[src/rtl/div_unit.sv]
// Iterative restoring divider for RV32M DIV/DIVU/REM/REMU: one quotient bit per
// clock on unsigned magnitudes, then a single FIX cycle applies signs and writes results.
module div_unit #(
  parameter int N = 32
) (
  input  logic         clk_i,
  input  logic         rst_i,
  input  logic         start_i,
  input  logic [1:0]   op_i,
  input  logic [N-1:0] a_i,
  input  logic [N-1:0] b_i,
  output logic         busy_o,
  output logic         done_o,
  output logic [N-1:0] result_o,
  output logic         div_zero_o
);
  localparam int CW = $clog2(N + 1);

  typedef enum logic [1:0] {S_IDLE, S_CALC, S_FIX} state_t;
  state_t r_state, w_next;

  logic           r_is_rem, r_sa, r_sb, r_dz;
  logic [N-1:0]   r_b, r_quo;
  logic [N:0]     r_rem;
  logic [CW-1:0]  r_cnt;

  logic           w_signed, w_b_zero, w_borrow;
  logic [N-1:0]   w_a_mag, w_b_mag, w_res;
  logic [N+1:0]   w_shift, w_trial;

  assign w_signed = ~op_i[0];
  assign w_b_zero = (b_i == '0);
  assign w_a_mag  = (w_signed && a_i[N-1]) ? -a_i : a_i;
  assign w_b_mag  = (w_signed && b_i[N-1]) ? -b_i : b_i;

  // Bit N+1 of the trial difference is the borrow: set when shifted rem < |b|.
  assign w_shift  = {r_rem, r_quo[N-1]};
  assign w_trial  = w_shift - {2'b00, r_b};
  assign w_borrow = w_trial[N+1];

  always_comb begin
    w_res = '0;
    if (r_dz)
      w_res = r_is_rem ? r_quo : '1;
    else if (r_is_rem)
      w_res = r_sa ? -r_rem[N-1:0] : r_rem[N-1:0];
    else
      w_res = (r_sa ^ r_sb) ? -r_quo : r_quo;
  end

  always_ff @(posedge clk_i or posedge rst_i) begin
    if (rst_i) r_state <= S_IDLE;
    else       r_state <= w_next;
  end

  always_comb begin
    w_next = r_state;
    case (r_state)
      S_IDLE: if (start_i) w_next = w_b_zero ? S_FIX : S_CALC;
      S_CALC: if (r_cnt == CW'(N - 1)) w_next = S_FIX;
      S_FIX:  w_next = S_IDLE;
      default: w_next = S_IDLE;
    endcase
  end

  always_comb begin
    busy_o = (r_state != S_IDLE);
  end

  always_ff @(posedge clk_i or posedge rst_i) begin
    if (rst_i) begin
      r_is_rem   <= 1'b0;
      r_sa       <= 1'b0;
      r_sb       <= 1'b0;
      r_dz       <= 1'b0;
      r_b        <= '0;
      r_quo      <= '0;
      r_rem      <= '0;
      r_cnt      <= '0;
      done_o     <= 1'b0;
      result_o   <= '0;
      div_zero_o <= 1'b0;
    end else begin
      done_o <= (r_state == S_FIX);
      case (r_state)
        S_IDLE: if (start_i) begin
          r_is_rem <= op_i[1];
          r_sa     <= w_signed & a_i[N-1];
          r_sb     <= w_signed & b_i[N-1];
          r_dz     <= w_b_zero;
          r_b      <= w_b_mag;
          // On divide-by-zero the raw dividend is parked in r_quo for REM.
          r_quo    <= w_b_zero ? a_i : w_a_mag;
          r_rem    <= '0;
          r_cnt    <= '0;
        end
        S_CALC: begin
          r_rem <= w_borrow ? w_shift[N:0] : w_trial[N:0];
          r_quo <= {r_quo[N-2:0], ~w_borrow};
          r_cnt <= r_cnt + CW'(1);
        end
        S_FIX: begin
          result_o   <= w_res;
          div_zero_o <= r_dz;
        end
        default: ;
      endcase
    end
  end
endmodule

[config.mk]
export PLATFORM = sky130hd
export DESIGN_NAME = div_unit
export DESIGN_NICKNAME = d
export VERILOG_FILES = /design/src/rtl/div_unit.sv
export SDC_FILE = /design/constraint.sdc
export NUM_CORES = 1
export LEC_CHECK = 0
export CORE_MARGIN = 1.5
export CORE_UTILIZATION = 39
export DETAILED_ROUTE_END_ITERATION = 6
export PLACE_DENSITY_LB_ADDON = 0.05
export SLEW_MARGIN = 40
export SYNTH_ARGS = -nofsm -noshare
export SYNTH_HDL_FRONTEND = slang
export SYNTH_SLANG_ARGS = --single-unit
export TNS_END_PERCENT = 100
[constraint.sdc]
create_clock -name clk_i -period 4.6 [get_ports clk_i]
set_input_delay 0.46 -clock clk_i [delete_from_list [all_inputs] [get_ports clk_i]]
set_output_delay 0.46 -clock clk_i [all_outputs]
set_load 0.03 [all_outputs]
-- After elaboration in Yosys (flattened, before gate mapping)
Index checks and enable logic that the tools add are counted.
W data, S select, Z words.
- reduce and logical (&&, ||, !) cells: 9
- equal/unequal tests: 5
- bitwise operators: 5
- add/sub/neg operators: 6
- multiplexer cells: 19
- operator list (kind ; number):
    $mux W32 ; 9
    $neg A32 Y32 ; 4
    $mux W33 ; 2
    $pmux W33 S2 ; 1
    $pmux W32 S2 ; 1
    $sub A34 B32 Y34 ; 1
    $logic_not A32 Y1 ; 1
    $pmux W6 S2 ; 1
    $add A6 B1 Y6 const B ; 1
    $eq A6 B5 Y1 const B ; 1
    $mux W2 ; 3
    $mux W6 ; 1
    $reduce_and A2 Y1 ; 3
    $ne A2 B2 Y1 const B ; 2
    $pmux W2 S2 ; 1
    $reduce_bool A2 Y1 ; 2
    $and A1 B1 Y1 ; 2
    $eq A2 B1 Y1 const B ; 1
    $eq A2 B2 Y1 const B ; 1
    $logic_and A1 B1 Y1 ; 2
    $logic_not A2 Y1 ; 1
    $not A1 Y1 ; 2
    $xor A1 B1 Y1 ; 1
- word-level logic and storage cells: 56
- bits of input ports: 69
- output and inout port bits: 35
- register bits after elaboration: 143

-- Logic depth before layout (Yosys ltp)
Gate-level depths: netlist of the first run.
- depth after elaboration: 6
- depth in mapped cells: 13
- gate-level depth less buffers: 13

-- Worst setup path before layout of the first run
OpenSTA, ideal clock, no wires.
- path kind: input-to-reg
- start point: in b_i[0]
- end point: reg r_quo[26]
- stages on the path: 12
- arrival: 3.264 ns
- path buffers: 1
- setup slack: 1.202 ns
- library setup time: 0.134 ns
- data required time: 4.466 ns
- cells stage by stage: inv_1 -> ha_1 -> or3b_1 -> or4_1 -> nor4_2 -> nand3_1 -> nor4b_2 -> or2_2 -> buf_2 -> a31oi_1 -> xnor2_1 -> o21ai_0
- cells in the longest elaborated chain, start to end: 4
- RTL lines (what ; RTL line ; RTL):
    start, declared ; 11 ; input logic [N-1:0] b_i,
    $logic_not A32 Y1 ; 32 ; assign w_b_zero = (b_i == '0);
    $mux W32 ; 93 ; r_quo <= w_b_zero ? a_i : w_a_mag;
    $mux W32 ; 86 ; S_IDLE: if (start_i) begin
    $pmux W32 S2 ; 85 ; case (r_state)
    end signal, assigned ; 93 ;
    end signal, assigned ; 99 ; r_quo <= {r_quo[N-2:0], ~w_borrow};
    end, declared ; 23 ; logic [N-1:0] r_b, r_quo;
Every way passes these cells. The select of a mux whose other input is x is not followed.
A chain may end at the register's enable or synchronous reset.

-- Worst setup path after layout of the first run
- start point: in b_i[1]
- end point: reg r_quo[12]
Same word-level chain as after synthesis.

==> results.cfg, run 1 <==
[drt]
wl_per_cell_um = 17.88
first_pass_iters = 7
ant_nets = 0
vias = 9561
wl_mm = 30.32
vias_per_cell = 5.637
drt_iter0_markers = 716
drc = 9

[logic_synthesis]
syn_nets = 1394
synth_warnings = 0
synth_area_per_cell_um2 = 8.133
synth_flop_cell = dfrtp_1
synth_area_mm2 = 0.01047
ys_seq_elements = 143
ys_types = 66
synth_edf_count = 0
seq_area_frac_synth_pct = 34.19
postSynthCellCount = 1287
async_flop_share_pct = 100.0

[timing]
hold_ws_ps = 477.3
finalHoldViolCount = 0
final.setup_skew_ps = 11.60
fin_setup_tns_ps = 0
setup_viol = 0
fmax_ghz = 0.2756
maxSlewViolCount = 0
min_period_ps = 3628
rsz0062_at_grt = false
slew_headroom_pct = 50.12
worstMarginPinSlew_ps = 748.1
min_period_over_period_pct = 78.88

[finish]
num-nets-final = 1455
drive_gt1_share_pct = 5.217
final_cell_mix = 169 x o21ai_0, 143 x dfrtp_1, 139 x nand2_1
n_antenna_cell = 0
ff_latch_area_mm2 = 0.003578
syn2layout_area_growth_pct = 18.79
layout_commonest_cell = o21ai_0
multiInputGateArea_mm2 = 0.006450
utilization_pct = 47.45
design_area_mm2 = 0.01243
n_fill_cell = 2592

[floorplan]
start_util_pct = 39.94
io_pins = 104
die_width_um = 166.8
rows = 59
design.die.area_mm2 = 0.02783
coreArea_mm2 = 0.02621
die_h_um = 166.8

[run]
drv_cap = 0

[placed_design]
gp_congestion = 0.8804
place_hpwl_mm = 22.08
place_area_mm2 = 0.01181
port_buffers = 103

[worst_setup_path]
cpPeakStageDelay_ps = 510
cpMostUsedCell = o21ai_0
required_ps = 4880
crit_start = b_i[1]
path_buf_inv = 3
reg2regPathDepth = 9
path_delay_family = simple AND/OR/NAND/NOR gates
cp.arrival_ps = 3910
rr_startpoint = r_rem[7]
critPathMaxFanout = 23
path_cells = clkdlybuf4s50_1 -> inv_1 -> ha_1 -> or3b_1 -> or4_1 -> nor4_2 -> nand3_1 -> nor4b_2 -> buf_4 -> nor2_4 -> o21ai_0 -> xor2_1 -> o21ai_0
regToRegSetupSlack_ps = 1010
crit_path_end_kind = register
reg2reg_to = result_o[29]
worst-setup-path-type = in -> reg
critical-path-slowest-cell = nor4_2
start_kind = primary input

[grt]
antenna_found_initial = 0
grt_max_degree = 93
grt_pass1_vias = 8887
grt_pass1_wl_mm = 49.12
gr-total-overflow = 0
track_usage_pct = 21.96

[hold_path]
hold_start = r_b[16]
worst_hold_path.endpoint = r_b[16]
hold_path.class = reg -> reg
hold_depth = 2

[power_and_ir_drop]
peakVddDrop_v = 0.0005567
total_power_mw = 8.671
p_leak_nw = 4.935
powerDensity_mw_per_mm2 = 697.3

[clock_network]
cts.path.max_buffers = 2
cts_tree = yes
cts_setup_buffers = 0
postCtsHoldBufs = 0
htreeDepth = 4
cts-resized-gates = 0
cts_buffers = 17
root_buffer = clkbuf_16
cts.sink_count = 143
path_clk_slew_ps = 60
worstSkewPairLatency_ps = 430

[run_status]
violations = design-rule violations
outcome = finished with violations
-- state kept, by name, indices dropped and copies added, names as in the netlist --
name / flops
div_zero_o: 1
done_o: 1
r_b: 32
r_cnt: 6
r_dz: 1
r_is_rem: 1
r_quo: 32
r_rem: 33
r_sa: 1
r_sb: 1
r_state: 2
result_o: 32
-- where the power goes --
part / internal [mW] / leakage, nW / switching [mW]
Sequential: 1.71 / 1.73 / 0.766
Combinational: 2.05 / 2.92 / 2.67
Clock: 0.864 / 0.285 / 0.609
-- cells by family after synthesis --
kind of cell	Yosys count	synth area share, %
flip-flops	143	34.19
adder cells (fa/ha/maj)	38	4.614
multiplexers	19	1.817
XOR/XNOR	122	10.21
buffers and inverters	129	4.686
AND/OR/NAND/NOR	380	18.10
AO/OA/AOI/OAI	456	26.39
-- cell usage after synthesis (all sizes together) (8+ instances only) --
library cell	instances	area [µm²]
clkbuf	65	244.0
nand3	47	235.2
nor2b	8	50.05
o21ai	178	890.8
o21a	8	60.06
xnor2	46	402.9
a32oi	8	70.07
o22ai	28	175.2
a21oi	96	480.5
or3	10	68.82
nor4	14	93.84
buf	12	51.30
o41ai	14	130.1
dfrtp	143	3578
o211ai	8	60.06
nand2	140	525.5
nor3b	13	97.59
xor2	76	665.6
nand2b	17	106.4
a21o	13	97.59
ha	37	462.9
o31ai	30	235.2
nor2	57	221.5
inv	51	191.4
a31oi	13	81.33
or4	19	157.7
mux2i	19	190.2
nor3	26	130.1
a22oi	32	240.2
-- cell type report --
class                   instances  share of cell area (%)
multi-input cells            1015                   51.87
flip-flops and latches        143                   28.78
repair buffers                119                   9.418
clock buffers                  18                   3.451
well taps                     335                   3.371
inverters                      52                   1.630
clock inverters                14                   1.479
-- worst register-to-register path, delay by kind of cell, from the launching register on --
kind	cells	cell delay [ps]
xor gates and xnor gates	1	240
AOI/OAI and AO/OA	4	940
DFF	1	490
and+or+nand+nor	4	1780
-- through the flow --
stage	instances	setup WS, ps
after global placement	1663	550.6
after CTS	1696	917.4
final	1696	971.6
after global routing	1696	633.8
after floorplan	1287	302.1
after detailed placement	1664	483.2
-- layer usage --
metal  share of wire [%]  wire (µm)  up-vias  track usage [%]
met2                  46      13860      227            34.98
met3                 3.8       1138       29            2.495
met5                   0          0        -                0
met1                  49      14880     4481            31.41
met4                 1.5        444        0            6.087
li1                    -          -     4824                -
-- worst max path at each step --
stage | cells after the start | slack, ps | endpoint
after floorplan | 1 | 300 | div_zero_o
after global placement | 13 | 550 | r_quo[16]
after detailed placement | 13 | 480 | r_quo[24]
after CTS | 13 | 920 | r_quo[12]
after global routing | 13 | 630 | r_quo[30]
final | 13 | 970 | r_quo[12]
Note: power is estimated with default switching activity, not from simulation.
==> run 2, diff against run 1 <==
- clock period: 4.6 -> 3.8 ns (I/O delays scaled with it)
==> results.cfg, run 2 (synthesized netlist as in run 1, its figures left out) <==
[drt]
vias = 9765
ant_nets = 0
first_pass_iters = 7
drc = 12
vias_per_cell = 5.658
wl_mm = 30.76
drt_iter0_markers = 663
wl_per_cell_um = 17.82

[clock_network]
cts_tree = yes
cts_buffers = 17
cts-resized-gates = 0
cts_setup_buffers = 0
postCtsHoldBufs = 0
cts.path.max_buffers = 2
path_clk_slew_ps = 60
root_buffer = clkbuf_16
htreeDepth = 4
worstSkewPairLatency_ps = 440
cts.sink_count = 143

[placed_design]
place_hpwl_mm = 22.39
gp_congestion = 0.8630
port_buffers = 103
post-place-ws_ps = 34.05
place_area_mm2 = 0.01203
place_inst = 1693

[power_and_ir_drop]
powerDensity_mw_per_mm2 = 833.6
p_leak_nw = 5.072
total_power_mw = 10.52
peakVddDrop_v = 0.0004586

[run]
drv_cap = 0

[timing]
min_period_over_period_pct = 90.32
fmax_ghz = 0.2914
final.setup_skew_ps = 13.62
maxSlewViolCount = 0
hold_ws_ps = 365.7
rsz0062_at_grt = false
slew_headroom_pct = 51.00
fin_setup_tns_ps = 0
setup_viol = 0
worstMarginPinSlew_ps = 735.0
min_period_ps = 3432
setup_ws_ps = 367.7
finalHoldViolCount = 0

[worst_setup_path]
cpPeakStageDelay_ps = 490
critPathMaxFanout = 24
worst-setup-path-type = reg -> reg
start_kind = register
cpMostUsedCell = a211oi_1
required_ps = 4090
cp.arrival_ps = 3720
crit_path_end_kind = register
path_cells = ha_1 -> nand4_1 -> a211oi_1 -> nor2_1 -> a211oi_1 -> o22ai_1 -> o21ai_1 -> xor2_2 -> buf_4 -> mux2i_1 -> o21ai_0
critical-path-slowest-cell = dfrtp_1

[finish]
num-nets-final = 1485
utilization_pct = 48.17
design_area_mm2 = 0.01262
n_antenna_cell = 0
layout_commonest_cell = o21ai_0
syn2layout_area_growth_pct = 20.61
drive_gt1_share_pct = 7.189
largest-register = r_rem
largest_register_ff_count = 33
layoutNonFillerInstCount = 1726
final_cell_mix = 169 x o21ai_0, 143 x dfrtp_1, 139 x nand2_1

[grt]
grt_util_met3_pct = 2.804
track_usage_pct = 22.48
grt_pass1_wl_mm = 50.16
antenna_found_initial = 0
grt_use_met1_pct = 31.26
grt_pass1_vias = 9126
grtUsageMet2_pct = 36.55
gr-total-overflow = 0
grt_max_degree = 144
busiest_layer = met2

[floorplan]
die_h_um = 166.8
design.die.area_mm2 = 0.02783
rows = 59
start_util_pct = 39.94
die_width_um = 166.8
coreArea_mm2 = 0.02621
io_pins = 104

[run_status]
outcome = finished with violations
violations = design-rule violations

[hold_path]
hold_path.class = in -> async
-- run 2: cell types whose count changed in the layout (fill, tap and decap cells not counted), moves of 2 or more --
cell,previous run,this run
buf_4,14,43
clkinv_2,0,5
buf_16,0,2
bufinv_16,3,1
clkinv_4,4,2
inv_8,2,0
-- run 2: worst paths after layout --
kind / start / to / slack, ps / depth (start not counted)
setup / recovery: r_rem[7] / r_rem[2] / 370 / 11
hold / removal: rst_i / result_o[7] / 370 / 3
setup reg to reg: r_rem[7] / r_rem[2] / 370 / 11
hold reg to reg: result_o[16] / result_o[16] / 470 / 2
max in group asynchronous: rst_i / r_rem[25] / 2680 / 4
min in group clk_i: result_o[16] / result_o[16] / 470 / 2
-- run 2: cell type report --
cell class,count,area (µm²)
fillers,2645,13580
multi-input cells,1015,6442
flip-flops and latches,143,3578
repair buffers,149,1429
clock buffers,19,442.9
well taps,335,419.2
inverters,52,198.9
clock inverters,13,113.9
-- run 2: layer usage --
layer  share of wire [%]  vias to the layer above
met1                  48                     4633
li1                    -                     4895
met5                   0                        -
met2                  47                      213
met3                 3.8                       24
met4                 1.6                        0
-- run 2: critical path: cells and delay by family (launching register included) --
family | cells | cell delay, ps
muxes | 1 | 240
xor gates and xnor gates | 1 | 180
adders and majority gates | 1 | 410
DFF | 1 | 490
buffers and inverters | 1 | 360
and+or+nand+nor | 2 | 300
AOI/OAI and AO/OA | 5 | 1300
-- run 2: report_power, final --
group	switching, mW	leakage, nW	total (mW)	internal [mW]
Sequential	0.775	1.73	2.85	2.07
Clock	0.709	0.274	1.63	0.919
Combinational	3.44	3.07	6.05	2.61
==> run 3, diff against run 2 <==
- CAP_MARGIN: not set -> 20
- REMOVE_ABC_BUFFERS: not set -> 1
==> results.cfg, run 3 (synthesized netlist as in run 1, its figures left out) <==
[run_status]
outcome = finished with violations
violations = design-rule violations

[drt]
wl_mm = 30.03
vias = 9665
wl_per_cell_um = 17.48
first_pass_iters = 7
drt_iter0_markers = 739
ant_nets = 0
drc = 13
vias_per_cell = 5.626

[floorplan]
design.die.area_mm2 = 0.02783
rows = 59
io_pins = 104
die_h_um = 166.8
coreArea_mm2 = 0.02621
start_util_pct = 39.94
die_width_um = 166.8

[clock_network]
root_buffer = clkbuf_16
cts_tree = yes
cts.path.max_buffers = 2
postCtsHoldBufs = 0
cts_setup_buffers = 0
path_clk_slew_ps = 60
cts.sink_count = 143
cts-resized-gates = 0
worstSkewPairLatency_ps = 430
cts_buffers = 17
htreeDepth = 4

[finish]
n_antenna_cell = 0
utilization_pct = 48.24
drive_gt1_share_pct = 6.580
largest-register = r_rem
design_area_mm2 = 0.01264
final_cell_mix = 169 x o21ai_0, 143 x dfrtp_1, 139 x nand2_1
multiInputGateArea_mm2 = 0.006442
num-nets-final = 1478
layoutNonFillerInstCount = 1718
syn2layout_area_growth_pct = 20.76
layout_commonest_cell = o21ai_0
n_fill_cell = 2572
largest_register_ff_count = 33
ff_latch_area_mm2 = 0.003578

[grt]
gr-total-overflow = 0
grt_pass1_vias = 9090
track_usage_pct = 22.01
antenna_found_initial = 0
grt_pass1_wl_mm = 49.44
grt_max_degree = 97

[worst_setup_path]
critical-path-slowest-cell = dfrtp_1
critPathMaxFanout = 24
worst-setup-path-type = reg -> reg
cp.depth = 11
cpPeakStageDelay_ps = 480
required_ps = 4090
crit_path_end_kind = register
path_cells = ha_1 -> nand4_1 -> a211oi_1 -> nor2_1 -> a211oi_1 -> o22ai_1 -> o21ai_1 -> xor2_2 -> buf_4 -> mux2i_1 -> o21ai_0
cp.arrival_ps = 3710
path_buf_inv = 1
start_kind = register
reg2regPathDepth = 11
path_delay_family = compound AO/OA/AOI/OAI gates
cpMostUsedCell = a211oi_1

[timing]
min_period_over_period_pct = 90.07
slew_headroom_pct = 53.03
fmax_ghz = 0.2922
finalHoldViolCount = 0
hold_ws_ps = 229.1
min_period_ps = 3423
rsz0062_at_grt = false
final.setup_skew_ps = 12.82
worstMarginPinSlew_ps = 704.5
setup_viol = 0
maxSlewViolCount = 0

[placed_design]
place_inst = 1686
port_buffers = 103
place_area_mm2 = 0.01200
place_hpwl_mm = 21.81
gp_congestion = 0.8746

[power_and_ir_drop]
p_seq_share_pct = 27.4
internal_power_mw = 5.737
pwr-share-clk_pct = 17.0
power.switching_mw = 4.745
powerDensity_mw_per_mm2 = 829.2
p_leak_nw = 5.076
power_frac_comb_pct = 55.6
p_sw_share_pct = 45.27
peakVddDrop_v = 0.0005226

[hold_path]
hold_path.class = in -> async

[run]
drv_cap = 0
## run 3: path summary, 6_finish.rpt
| kind | slack, ps | endpoint | start |
|---|---|---|---|
| setup / recovery | 380 | r_rem[28] | r_rem[5] |
| hold / removal | 230 | r_quo[9] | rst_i |
| setup reg to reg | 380 | r_rem[28] | r_rem[5] |
| hold reg to reg | 480 | r_b[14] | r_b[14] |
| max in group asynchronous | 2720 | r_quo[24] | rst_i |
| min in group clk_i | 480 | r_b[14] | r_b[14] |
## run 3: metal layers
layer / global-route usage [%] / routed length [µm] / part of all wire (%) / up-vias
met2: 34.15 / 13200 / 44 / 247
met3: 3.375 / 1257 / 4.2 / 33
met5: 0 / 0 / 0 / -
met1: 31.89 / 15160 / 50 / 4504
li1: - / - / - / 4881
met4: 5.613 / 408 / 1.4 / 0
## run 3: power by group through the flow
| stage | Sequential (mW) | Combinational [mW] | Clock, mW |
|---|---|---|---|
| 2_1_floorplan | 2.65 | 4.40 | 0 |
| 3_3_place_gp | 2.87 | 5.75 | 0 |
| 4_1_cts | 2.85 | 5.83 | 1.82 |
| 3_5_place_dp | 2.87 | 5.80 | 0 |
| 6_report | 2.87 | 5.82 | 1.79 |
| 5_1_grt | 2.97 | 6.56 | 1.88 |
## run 3: cell type report
cell class,count,area share [%]
Tap cell,335,3.316
Inverter,52,1.584
Timing Repair Buffer,142,10.99
Sequential cell,143,28.31
Multi-Input combinational cell,1015,50.96
Clock buffer,20,3.534
Clock inverter,11,1.307
## run 3: worst reg2reg max path: stages (launching register included)
cell,delay (ps)
dfrtp_1,480
ha_1,420
nand4_1,160
a211oi_1,250
nor2_1,140
a211oi_1,340
o22ai_1,250
o21ai_1,340
xor2_2,190
buf_4,370
mux2i_1,270
o21ai_0,100
## run 3: stage by stage
step | TNS (ps) | power [mW] | setup WS, ps
after CTS | 0 | 10.50 | 345.4
after detailed placement | 0 | 8.663 | 29.75
after global routing | 0 | 11.42 | 107.3
after floorplan | -69490 | 7.047 | -417.9
final | 0 | 10.48 | 377.4
after global placement | 0 | 8.620 | 59.47
